### src/rtl/shift_sub_div.sv
// Sequential signed restoring divider: one quotient bit per clock on operand
// magnitudes, signs re-applied in a final fix-up cycle.
module shift_sub_div #(
  parameter int unsigned WIDTH = 32
) (
  input  logic             clk,
  input  logic             rst_n,
  input  logic             i_start,
  input  logic [WIDTH-1:0] i_dividend,
  input  logic [WIDTH-1:0] i_divisor,
  output logic             o_busy,
  output logic             o_done,
  output logic [WIDTH-1:0] o_quotient,
  output logic [WIDTH-1:0] o_remainder,
  output logic             o_sign,
  output logic             o_div_by_zero
);

  localparam int unsigned CW = (WIDTH > 1) ? $clog2(WIDTH) : 1;

  typedef enum logic [1:0] {S_IDLE, S_CALC, S_FIX} state_t;

  state_t           r_state;
  state_t           w_state_nxt;
  logic [CW-1:0]    r_cnt;
  logic [WIDTH-1:0] r_dvd;
  logic [WIDTH-1:0] r_dvs;
  logic [WIDTH-1:0] r_rem;
  logic [WIDTH-1:0] r_quo;
  logic [WIDTH-1:0] r_raw;
  logic             r_msb_a;
  logic             r_msb_b;
  logic             r_dz;

  logic             w_accept;
  logic             w_iter;
  logic             w_fix;
  logic             w_last;
  logic [WIDTH-1:0] w_abs_a;
  logic [WIDTH-1:0] w_abs_b;
  logic [WIDTH:0]   w_p;
  logic [WIDTH-1:0] w_diff;
  logic             w_ge;
  logic [WIDTH-1:0] w_rem_nxt;

  assign w_last  = (r_cnt == CW'(WIDTH - 1));
  assign w_abs_a = i_dividend[WIDTH-1] ? (WIDTH'(0) - i_dividend) : i_dividend;
  assign w_abs_b = i_divisor[WIDTH-1]  ? (WIDTH'(0) - i_divisor)  : i_divisor;

  // Restoring step: the difference is only used when P >= divisor, so it fits in WIDTH bits.
  assign w_p       = {r_rem, r_dvd[WIDTH-1]};
  assign w_ge      = (w_p >= {1'b0, r_dvs});
  assign w_diff    = w_p[WIDTH-1:0] - r_dvs;
  assign w_rem_nxt = w_ge ? w_diff : w_p[WIDTH-1:0];

  always_ff @(posedge clk or negedge rst_n) begin
    if (!rst_n) r_state <= S_IDLE;
    else        r_state <= w_state_nxt;
  end

  always_comb begin
    w_state_nxt = r_state;
    case (r_state)
      S_IDLE:  if (i_start) w_state_nxt = S_CALC;
      S_CALC:  if (w_last)  w_state_nxt = S_FIX;
      S_FIX:   w_state_nxt = S_IDLE;
      default: w_state_nxt = S_IDLE;
    endcase
  end

  always_comb begin
    w_accept = 1'b0;
    w_iter   = 1'b0;
    w_fix    = 1'b0;
    case (r_state)
      S_IDLE:  w_accept = i_start;
      S_CALC:  w_iter   = 1'b1;
      S_FIX:   w_fix    = 1'b1;
      default: ;
    endcase
  end

  // Iteration datapath on magnitudes; quotient bits shift in from the right.
  always_ff @(posedge clk or negedge rst_n) begin
    if (!rst_n) begin
      r_cnt   <= '0;
      r_dvd   <= '0;
      r_dvs   <= '0;
      r_rem   <= '0;
      r_quo   <= '0;
      r_raw   <= '0;
      r_msb_a <= 1'b0;
      r_msb_b <= 1'b0;
      r_dz    <= 1'b0;
    end else if (w_accept) begin
      r_cnt   <= '0;
      r_dvd   <= w_abs_a;
      r_dvs   <= w_abs_b;
      r_rem   <= '0;
      r_quo   <= '0;
      r_raw   <= i_dividend;
      r_msb_a <= i_dividend[WIDTH-1];
      r_msb_b <= i_divisor[WIDTH-1];
      r_dz    <= (i_divisor == '0);
    end else if (w_iter) begin
      r_cnt <= r_cnt + CW'(1);
      r_dvd <= {r_dvd[WIDTH-2:0], 1'b0};
      r_rem <= w_rem_nxt;
      r_quo <= {r_quo[WIDTH-2:0], w_ge};
    end
  end

  always_ff @(posedge clk or negedge rst_n) begin
    if (!rst_n) begin
      o_busy        <= 1'b0;
      o_done        <= 1'b0;
      o_quotient    <= '0;
      o_remainder   <= '0;
      o_sign        <= 1'b0;
      o_div_by_zero <= 1'b0;
    end else begin
      o_done <= w_fix;
      if (w_accept)   o_busy <= 1'b1;
      else if (w_fix) o_busy <= 1'b0;
      if (w_fix) begin
        o_sign        <= r_msb_a ^ r_msb_b;
        o_div_by_zero <= r_dz;
        if (r_dz) begin
          o_quotient  <= '1;
          o_remainder <= r_raw;
        end else begin
          o_quotient  <= (r_msb_a ^ r_msb_b) ? (WIDTH'(0) - r_quo) : r_quo;
          o_remainder <= r_msb_a ? (WIDTH'(0) - r_rem) : r_rem;
        end
      end
    end
  end

endmodule

### config.mk
export PLATFORM = sky130hd
export DESIGN_NAME = shift_sub_div
export DESIGN_NICKNAME = d
export VERILOG_FILES = /design/src/rtl/shift_sub_div.sv
export SDC_FILE = /design/constraint.sdc
export NUM_CORES = 1
export LEC_CHECK = 0
export ABC_AREA = 0
export BUFFER_PORTS_ARGS = -buffer_cell sky130_fd_sc_hd__buf_2
export CELL_PAD_IN_SITES_DETAIL_PLACEMENT = 1
export CELL_PAD_IN_SITES_GLOBAL_PLACEMENT = 1
export CORE_ASPECT_RATIO = 1.2
export CORE_MARGIN = 8
export CORE_UTILIZATION = 41
export DETAILED_ROUTE_END_ITERATION = 12
export PLACE_DENSITY = 0.78
export SKIP_CTS_REPAIR_TIMING = 1
export SLEW_MARGIN = 10
export SYNTH_ARGS = -nofsm -noshare
export SYNTH_HDL_FRONTEND = slang
export SYNTH_SLANG_ARGS = --single-unit
### constraint.sdc
create_clock -name clk -period 3.1 [get_ports clk]
set_clock_uncertainty 0.1 [all_clocks]
set_input_delay 0.465 -clock clk [delete_from_list [all_inputs] [get_ports clk]]
set_output_delay 0.465 -clock clk [all_outputs]
set_load 0.02 [all_outputs]
* Word level (Yosys, flattened, before mapping) *
Index checks and enable logic that the tools add are counted.
W data, S select, Z words.

word-level totals
  register bits after elaboration = 238
  input port bits = 67
  word-level logic and storage cells = 57
  output and inout bits = 68

cells by class
  equality and inequality tests = 5
  order comparisons = 1
  multiplexer cells = 23
  bitwise logic cells = 1
  reduce and logical (&&, ||, !) cells = 5
  add/subtract/negate cells = 6

operators with widths
  kind                     count
  $mux W32                 13
  $sub A1 B32 Y32 const A  4
  $ge A33 B32 Y1           1
  $logic_not A32 Y1        1
  $sub A32 B32 Y32         1
  $mux W5                  2
  $add A5 B1 Y5 const B    1
  $eq A5 B5 Y1 const B     1
  $mux W1                  5
  $mux W2                  2
  $ne A2 B2 Y1 const B     2
  $pmux W2 S2              1
  $reduce_bool A2 Y1       2
  $eq A2 B1 Y1 const B     1
  $eq A2 B2 Y1 const B     1
  $logic_not A2 Y1         1
  $reduce_and A2 Y1        1
  $xor A1 B1 Y1            1

* Longest topological paths before layout *
Gate-level depths: netlist (run 1).

  depth in word-level cells = 4
  mapped depth = 14

* Worst setup path after synthesis (run 1) *
Ideal clock, no wire load.

  path type = register to register
  start point = register r_dvd[31]
  end point = register r_rem[30]
  period minus slack after synthesis = 3.041 ns
  setup slack = 0.059 ns
  stages on the path, launching flop included = 13
  data arrival time = 2.817 ns
  path buffers = 0
  cell sequence = dfrtp_1 inv_1 ha_1 inv_1 fa_1 a211oi_1 o21bai_1 o211ai_1 o21ai_1 o41ai_1 o311ai_0 a31o_1 or2_1

between the ends
  longest elaborated chain between the ends = 4
  elaborated cells on any way between the ends = 5

ends and longest elaborated chain
  what                                                       line    source
  from (decl)                                                26      logic [WIDTH-1:0] r_dvd;
  from (signal assigned)                                     97      r_dvd <= w_abs_a;
  from (signal assigned)                                     107     r_dvd <= {r_dvd[WIDTH-2:0], 1'b0};
  $sub A32 B32 Y32 / $ge A33 B32 Y1 (equally long branches)  53, 52
  $mux W32 (*)                                               54      assign w_rem_nxt = w_ge ? w_diff : w_p[WIDTH-1:0];
  $mux W32 (*)                                               105     end else if (w_iter) begin
  $mux W32 (*)                                               95      end else if (w_accept) begin
  to (signal assigned)                                       108     r_rem <= w_rem_nxt;
  to (decl)                                                  28      logic [WIDTH-1:0] r_rem;

Mark *: on every way between the ends. The rest lies on a longest branch, timed or not. The select of a mux whose other input is x is not followed.
A chain may end at the register's enable or synchronous reset.

* Final worst setup path (run 1) *
  start point = register r_dvd[31]
  end point = register r_rem[26]

Same word-level chain as after synthesis.

==> metrics.md, run 1 <==
| Metric | Value |
|---|---|
| Result of the run | `finished clean` |
| Number of unique standard cell types used by synthesis | `67` |
| DRC | `0` |
| Synth top area cells | `sky130_fd_sc_hd__dfrtp_1 43%, sky130_fd_sc_hd__nand2_1 7.1%, sky130_fd_sc_hd__o21ai_0 5.6%` |
| Num Clock Sinks | `between 200 and 250` |
| Post-route minimum period | `between 2000 and 3000 ps` |
| Antenna violation net count after detailed routing | `0` |
| TritonCTS Buffers | `26` |
| Final Hold Slack | `a little over 90 ps` |
| Largest net degree at the start of global routing | `roughly 110` |
| Global-route wire length before repair | `69,500 um` |
| Arrival time worst endpoint | `3310 ps` |
| Worst relative slew slack | `roughly 54%` |
| Design Power | `20.0 mW` |
| Seq pwr share | `28.6%` |
| Part of the total power dissipated in combinational logic | `56.0%` |
| TritonCTS clock tree | `done` |
| Unrepaired setup endpoints after global routing | `true` |
| Critical setup path kind | `flop to flop` |
| Post-Layout Cell Count | `2,186` |
| Floorplan die area | `39,400 um2` |
| Reg-to-reg startpoint | `r_dvd[31]` |
| Power density over the cells | `1230 nW/um2` |
| Routed vias | `about 12,000` |
| Capture instance of the worst register-to-register path | `r_rem[26]` |
| Clock root buffer | `sky130_fd_sc_hd__clkbuf_16` |
| Area leader, netlist | `sky130_fd_sc_hd__dfrtp_1` |
| Worst path max stage delay | `400 ps` |
| Starting density of the core | `about two fifths` |
| Reg clk slew, reported paths | `70 ps` |
| Average detailed-routed wire length per instance | `19.5 um` |
| Placeable Area | `33,000 um2` |
| Post-synth net total | `1,676` |
| Classification of the worst-slack hold path | `primary input to flop` |
| Number of input and output port buffers inserted | `134` |
| Routability congestion estimate | `0.933` |
| Post-synth top area share | `43.4%` |
| Total inserted antenna cells | `0` |
| Final hold violation count | `0` |
| Final layout net count | `1,826` |
| Worst Setup End Kind | `flop` |
| First-pass iteration count of the detailed router | `4` |
| Area added between synthesis and finish | `19.1%` |
| Via/cell ratio | `5.62` |
| Max Cap Viol | `0` |
| Vertical extent of the die | `216 um` |
| Deepest clock path buffer count | `3` |
| Number of antenna violations at the first check in global routing | `0` |
| Htree depth | `1` |
| Layout cell share with drive strength beyond 1 | `about 18%` |
| Largest voltage drop on the vdd net | `0.465 mV` |
| Crit share post-route | `96.5%` |
| Critical-path maximum fanout | `4` |
| Share of flip-flops with an asynchronous set or reset | `100%` |
| Leakage power | `~7.3 nW` |
| Share of total power in the clock network | `15.3%` |
| Yosys reg bits | `237` |
| Placed Instances | `2,137` |
| Power spent charging and discharging nets | `9.09 mW` |
| Mapped cell area | `13,700 um2` |
| Remaining global-route overflow | `0` |
| Slew @ Worst Pin | `about 690 ps` |
| Cell with the most instances after synthesis | `sky130_fd_sc_hd__nand2_1` |
| HP Start | `i_dividend[20]` |
| Yosys Warn Count | `0` |
| Number of ports placed on the die boundary | `135` |
| Number of enable-type register cells in the synthesized netlist | `0` |
| Sequential fraction of the synthesis area | `43.4%` |
| Half-perimeter wire length after detailed placement | `30,800 um` |
| Switch share | `45.5%` |
| Kind of launch point of the worst setup path | `flop` |
| R2R depth | `14` |
| Number of DRC markers in iteration 0 | `982` |
| Register-to-Register Setup Slack | `110 ps` |
| Via count of the first global-routing pass | `13,086` |
| Peak clock frequency supported by timing | `~0.33 GHz` |
| Synth Instances | `1,570` |
| CP cell instances | `inv_2 -> ha_4 -> inv_1 -> fa_2 -> a211oi_2 -> o21bai_2 -> o211ai_1 -> o21ai_2 -> o41ai_2 -> buf_4 -> o31ai_1 -> a211oi_1 -> xor2_1 -> o21ai_1` |
| Routed Wire Length | `42,500 um` |
| Hold Path Cell Cnt | `3` |
| Worst Hold End | `r_raw[20]` |
| Synth Flop Type | `sky130_fd_sc_hd__dfrtp_1` |
| Global-route usage over all layers | `21.2%` |
| Insertion delay to the later sink of the worst-skew pair | `roughly 540 ps` |
| Mean cell area of the mapped netlist | `8.70 um2` |
| Final count of negative-setup-slack endpoints | `0` |
| Die W | `183 um` |
| Final Max Tran Viols | `0` |
| Row Count | `73` |
| Max stage delay cell, worst path | `sky130_fd_sc_hd__dfrtp_1` |
| Most common library cells after synthesis | `257 x sky130_fd_sc_hd__nand2_1, 237 x sky130_fd_sc_hd__dfrtp_1, 154 x sky130_fd_sc_hd__o21ai_0` |
| CP required | `about 3400 ps` |
| Cell Int Power | `around 11 mW` |
==> logic make-up (layout without fill, tap and decap cells) <==
group / Yosys count / count (layout) / share of synthesized area [%]
compound gates: 501 / 501 / 22.5
xor+xnor: 143 / 143 / 9.17
fa+ha+maj: 39 / 39 / 3.63
buf+inv: 150 / 315 / 4.12
flops: 237 / 237 / 43.4
mux: 16 / 16 / 1.18
simple gates: 484 / 485 / 15.9
==> metrics by stage <==
stage	cell area, um2	TNS, ps	utilization, %	setup slack (ps)
floorplan	13700	0	-	58.8
global placement	15300	0	46.3	30.0
detailed placement	15300	-184	46.3	-66.7
CTS	16100	-243	48.8	-97.4
global route	16300	-142	49.3	-59.2
finish	16300	0	49.3	108
==> area by class of cell <==
cell class / count / area (um2)
Fill cell: 3897 / 16700
Sequential cell: 237 / 5930
Inverter: 56 / 210
Tap cell: 450 / 563
Clock buffer: 37 / 763
Clock inverter: 7 / 62.6
Multi-Input combinational cell: 1184 / 7370
Timing Repair Buffer: 215 / 1370
==> layout by cell type, fill, tap and decap left out, types with 6 or more instances in the layout <==
cell,n
sky130_fd_sc_hd__a21o_1,9
sky130_fd_sc_hd__mux2i_1,15
sky130_fd_sc_hd__nor4_1,7
sky130_fd_sc_hd__buf_2,133
sky130_fd_sc_hd__a211oi_1,8
sky130_fd_sc_hd__dfrtp_1,236
sky130_fd_sc_hd__inv_1,52
sky130_fd_sc_hd__a22o_1,29
sky130_fd_sc_hd__o21ai_1,8
sky130_fd_sc_hd__nor2b_1,9
sky130_fd_sc_hd__o31ai_1,31
sky130_fd_sc_hd__or4_1,7
sky130_fd_sc_hd__and3_1,10
sky130_fd_sc_hd__nor3_1,18
sky130_fd_sc_hd__o22ai_1,47
sky130_fd_sc_hd__a32oi_1,13
sky130_fd_sc_hd__a31oi_1,8
sky130_fd_sc_hd__nand4_1,8
sky130_fd_sc_hd__or3_1,14
sky130_fd_sc_hd__nand2_1,256
sky130_fd_sc_hd__buf_4,74
sky130_fd_sc_hd__ha_1,34
sky130_fd_sc_hd__nand2b_1,8
sky130_fd_sc_hd__nand3_1,8
sky130_fd_sc_hd__o41ai_1,12
sky130_fd_sc_hd__xor2_1,72
sky130_fd_sc_hd__o21ai_0,153
sky130_fd_sc_hd__a21oi_1,130
sky130_fd_sc_hd__clkbuf_16,27
sky130_fd_sc_hd__nor2_1,101
sky130_fd_sc_hd__xnor2_1,70
sky130_fd_sc_hd__buf_12,6
==> layer usage <==
| layer | track usage, % | up-vias | wire [um] |
|---|---|---|---|
| li1 | - | 5846 | - |
| met1 | 27.8 | 6115 | 19000 |
| met2 | 35.7 | 250 | 20600 |
| met3 | 2.61 | 74 | 1780 |
| met4 | 7.14 | 0 | 1180 |
| met5 | 0 | - | 0 |
==> worst max-delay path: cells and delay by family (launching register included) <==
kind / cells / cell delay (ps)
DFF: 1 / 400
buffers and inverters: 3 / 320
AOI/OAI and AO/OA: 8 / 1390
adders and majority gates: 2 / 470
xor gates and xnor gates: 1 / 180
==> worst max path at each step <==
stage                     startpoint         to  slack [ps]
final                      r_dvd[31]  r_rem[26]         110
after floorplan            r_dvd[31]  r_rem[30]          60
after global placement     r_rem[10]  r_rem[30]          30
after CTS                  r_dvd[31]  r_rem[30]        -100
after global routing       r_dvd[31]  r_rem[26]         -60
after detailed placement   r_dvd[31]  r_rem[30]         -70
==> sequential cells by signal (all words and copies together) (netlist names), 5 cells and up <==
signal and count:
o_remainder 32, r_raw 32, o_quotient 32, r_dvd 32
r_rem 32, r_dvs 32, r_quo 32, r_cnt 5
==> power groups by stage <==
stage	registers (mW)	clock network (mW)	logic (mW)
4_1_cts	5.69	3.13	10.8
5_1_grt	5.88	3.25	12.4
6_report	5.72	3.07	11.2
2_1_floorplan	5.60	0	7.14
3_3_place_gp	5.63	0	10.3
3_5_place_dp	5.71	0	10.7
Note: power is estimated with default switching activity, not from simulation.
==> inputs of run 2 (changes only) <==
--- a/config.mk
+++ b/config.mk
@@ -8,12 +8,13 @@
 export ABC_AREA = 0
 export BUFFER_PORTS_ARGS = -buffer_cell sky130_fd_sc_hd__buf_2
 export CELL_PAD_IN_SITES_DETAIL_PLACEMENT = 1
-export CELL_PAD_IN_SITES_GLOBAL_PLACEMENT = 1
+export CELL_PAD_IN_SITES_GLOBAL_PLACEMENT = 2
 export CORE_ASPECT_RATIO = 1.2
 export CORE_MARGIN = 8
-export CORE_UTILIZATION = 41
+export CORE_UTILIZATION = 33
 export DETAILED_ROUTE_END_ITERATION = 12
-export PLACE_DENSITY = 0.78
+export GPL_TIMING_DRIVEN = 0
+export PLACE_DENSITY = 0.77
 export SKIP_CTS_REPAIR_TIMING = 1
 export SLEW_MARGIN = 10
 export SYNTH_ARGS = -nofsm -noshare
==> run 2 against run 1 <==
Against the previous run: clock-buffer cell count is 5 higher; critical endpoint is now r_rem[30]; first-iteration DRC count down 44%; clock power rose by 6%; global-route usage fell by 2.3 points; largest power group unchanged; combinational power hardly changed; die area rose by 22%; largest cell class unchanged; flip-flop and latch count unchanged; wire length grew 9.5%; via count increased by 0.29%; worst hold slack got worse by 32 ps.
==> metrics.md, run 2 (same netlist as run 1, synthesis figures left out) <==
| Metric | Value |
|---|---|
| Result of the run | `finished clean` |
| Switch share | `45.3% (-0.12 points)` |
| Antenna violation net count after detailed routing | `0 (unchanged)` |
| Worst path max stage delay | `390 ps (about the same)` |
| Critical setup path kind | `flop to flop` |
| Power density over the cells | `1230 nW/um2 (-0.17%)` |
| Fill cells | `4,886 (+25%)` |
| HP Start | `i_dividend[7]` |
| Unrepaired setup endpoints after global routing | `true` |
| Crit share post-route | `98.8% (+2.3 points)` |
| TritonCTS Buffers | `28 (+7.7%)` |
| Area added between synthesis and finish | `19.9%` |
| Placeable Area | `40,800 um2 (+24%)` |
| Htree depth | `1 (unchanged)` |
| Starting density of the core | `33.4% (-8.0 points)` |
| Most common library cell in the layout ignoring fill and taps | `sky130_fd_sc_hd__nand2_1` |
| Worst Slack Setup Final | `36.7 ps (-71.4 ps)` |
| Reg clk slew, reported paths | `60 ps (about the same)` |
| Register area | `5940 um2 (+0.17%)` |
| Worst Setup End Kind | `flop` |
| Clock root buffer | `sky130_fd_sc_hd__clkbuf_16` |
| DRC | `0 (unchanged)` |
| Vertical extent of the die | `239 um (+11%)` |
| Insertion delay to the later sink of the worst-skew pair | `560 ps (+20 ps)` |
| Post-route minimum period | `3060 ps (+71.4 ps)` |
| Final hold violation count | `0 (unchanged)` |
| Setup TNS | `0 ps (unchanged)` |
| Via/cell ratio | `5.37 (-4.4%)` |
| Number of ports placed on the die boundary | `135 (unchanged)` |
| Average detailed-routed wire length per instance | `20.3 um (+4.4%)` |
| Classification of the worst-slack hold path | `primary input to flop` |
| Seq pwr share | `29.0% (+0.4 points)` |
| Placement Setup Slack | `-704 ps (-638 ps)` |
| Via count of the first global-routing pass | `13,296 (+1.6%)` |
| Worst relative slew slack | `33.0% (-21 points)` |
| Final layout net count | `1,844 (+0.99%)` |
| Routed Wire Length | `46,600 um (+9.5%)` |
| Deepest clock path buffer count | `3 (unchanged)` |
| Final Max Tran Viols | `0 (unchanged)` |
| Total inserted antenna cells | `0 (unchanged)` |
| Critical-path maximum fanout | `4 (unchanged)` |
| Die W | `202 um (+10%)` |
| Final count of negative-setup-slack endpoints | `0 (unchanged)` |
| TritonCTS clock tree | `done` |
| Kind of launch point of the worst setup path | `flop` |
| Leakage power | `7.13 nW (-2.9%)` |
| Largest voltage drop on the vdd net | `0.425 mV (-8.5%)` |
| Area taken by multi-input logic gates | `7500 um2 (+1.8%)` |
| Number of input and output port buffers inserted | `133 (-0.75%)` |
| Cell Int Power | `11.0 mW (+0.73%)` |
| Max stage delay cell, worst path | `sky130_fd_sc_hd__dfrtp_1` |
| Max Cap Viol | `0 (unchanged)` |
| Reg-to-reg startpoint | `r_dvd[31]` |
| Launching instance or port of the critical path | `r_dvd[31]` |
| Slew @ Worst Pin | `1000 ps (+314 ps)` |
| Routability congestion estimate | `0.851 (-8.9%)` |
| Dominant cell type by count on the critical path | `sky130_fd_sc_hd__inv_2` |
| First-pass iteration count of the detailed router | `4 (unchanged)` |
| Part of the total power dissipated in combinational logic | `54.8% (-1.2 points)` |
| Num Clock Sinks | `237 (unchanged)` |
| Number of buffers and inverters on the critical path | `3 (unchanged)` |
| CP delay by family, top | `compound AO/OA/AOI/OAI gates` |
| Leading cell types in the layout, fill and taps excluded | `257 x sky130_fd_sc_hd__nand2_1, 228 x sky130_fd_sc_hd__dfrtp_1, 152 x sky130_fd_sc_hd__o21ai_0` |
| Remaining global-route overflow | `0 (unchanged)` |
| Layout cell share with drive strength beyond 1 | `15.2% (-2.4 points)` |
| Routed vias | `12,321 (+0.29%)` |
| Largest net degree at the start of global routing | `100 (-4.8%)` |
| Row Count | `81 (+11%)` |
| Power spent charging and discharging nets | `9.11 mW (+0.22%)` |
| CP cell instances | `inv_2 -> ha_4 -> inv_2 -> fa_2 -> a211oi_2 -> o21bai_2 -> o211ai_1 -> o21ai_2 -> o41ai_4 -> buf_4 -> o311ai_4 -> a31o_1 -> or2_1` |
| Peak clock frequency supported by timing | `0.326 GHz (-2.3%)` |
| Floorplan die area | `48,200 um2 (+22%)` |
| Number of antenna violations at the first check in global routing | `0 (unchanged)` |
| Global-route wire length before repair | `74,200 um (+6.9%)` |
| Arrival time worst endpoint | `3410 ps (+100 ps)` |
| Share of total power in the clock network | `16.1% (+0.8 points)` |
| Half-perimeter wire length after detailed placement | `35,700 um (+16%)` |
| Number of DRC markers in iteration 0 | `551 (-44%)` |
| CP required | `3440 ps (+20 ps)` |
| Global-route usage over all layers | `18.9% (-2.3 points)` |
run 2: cell count changes in the layout (fill, tap and decap cells not counted), sizes merged:
cell,change
clkbuf,+80
inv,+1
clkinvlp,-1
buf,-58
nor2,-1
clkinv,-2
run 2: through the flow:
stage	std cells	hold slack, ps	power [mW]	area, um2	utilization (%)
after floorplan	1570	69.4	12.7	13700	-
after global placement	2242	359	15.6	15000	36.7
after detailed placement	2244	367	15.9	15100	36.9
after CTS	2291	-226	19.2	16000	39.1
after global routing	2294	61.7	21.8	16400	40.1
final	2294	61.1	20.1	16400	40.1
run 2: worst min-delay path: cells and delay by family:
family,cells,cell delay (ps)
buffers and inverters,1,110
AND/OR/NAND/NOR,2,110
run 2: path summary, 6_finish.rpt:
path / to / depth (start not counted) / slack (ps)
setup / recovery: r_rem[30] / 13 / 40
hold / removal: r_raw[7] / 3 / 60
setup reg to reg: r_rem[30] / 13 / 40
hold reg to reg: r_dvs[19] / 2 / 370
max in group asynchronous: r_dvd[11] / 3 / 1580
min in group asynchronous: o_quotient[5] / 2 / 370
run 2: final cells by class:
type / count / share of cell area [%]
Buffer: 86 / 2.10
Clock buffer: 42 / 5.10
Clock inverter: 5 / 0.329
Inverter: 56 / 1.28
Multi-Input combinational cell: 1183 / 45.8
Sequential cell: 237 / 36.3
Tap cell: 539 / 4.12
Timing Repair Buffer: 146 / 4.98
run 2: power groups by stage:
stage	Clock [mW]	Sequential, mW	Combinational [mW]
3_5_place_dp	0	5.82	10.1
5_1_grt	3.46	6.03	12.3
3_3_place_gp	0	5.77	9.82
2_1_floorplan	0	5.60	7.14
4_1_cts	3.34	5.78	10.1
6_report	3.24	5.83	11.0
run 2: routing by layer:
layer | global-route usage (%) | vias to the layer above | routed length (um)
li1 | - | 5892 | -
met1 | 24.8 | 6140 | 21300
met2 | 32.4 | 227 | 22500
met3 | 2.24 | 62 | 1690
met4 | 5.65 | 0 | 1110
met5 | 0 | - | 0
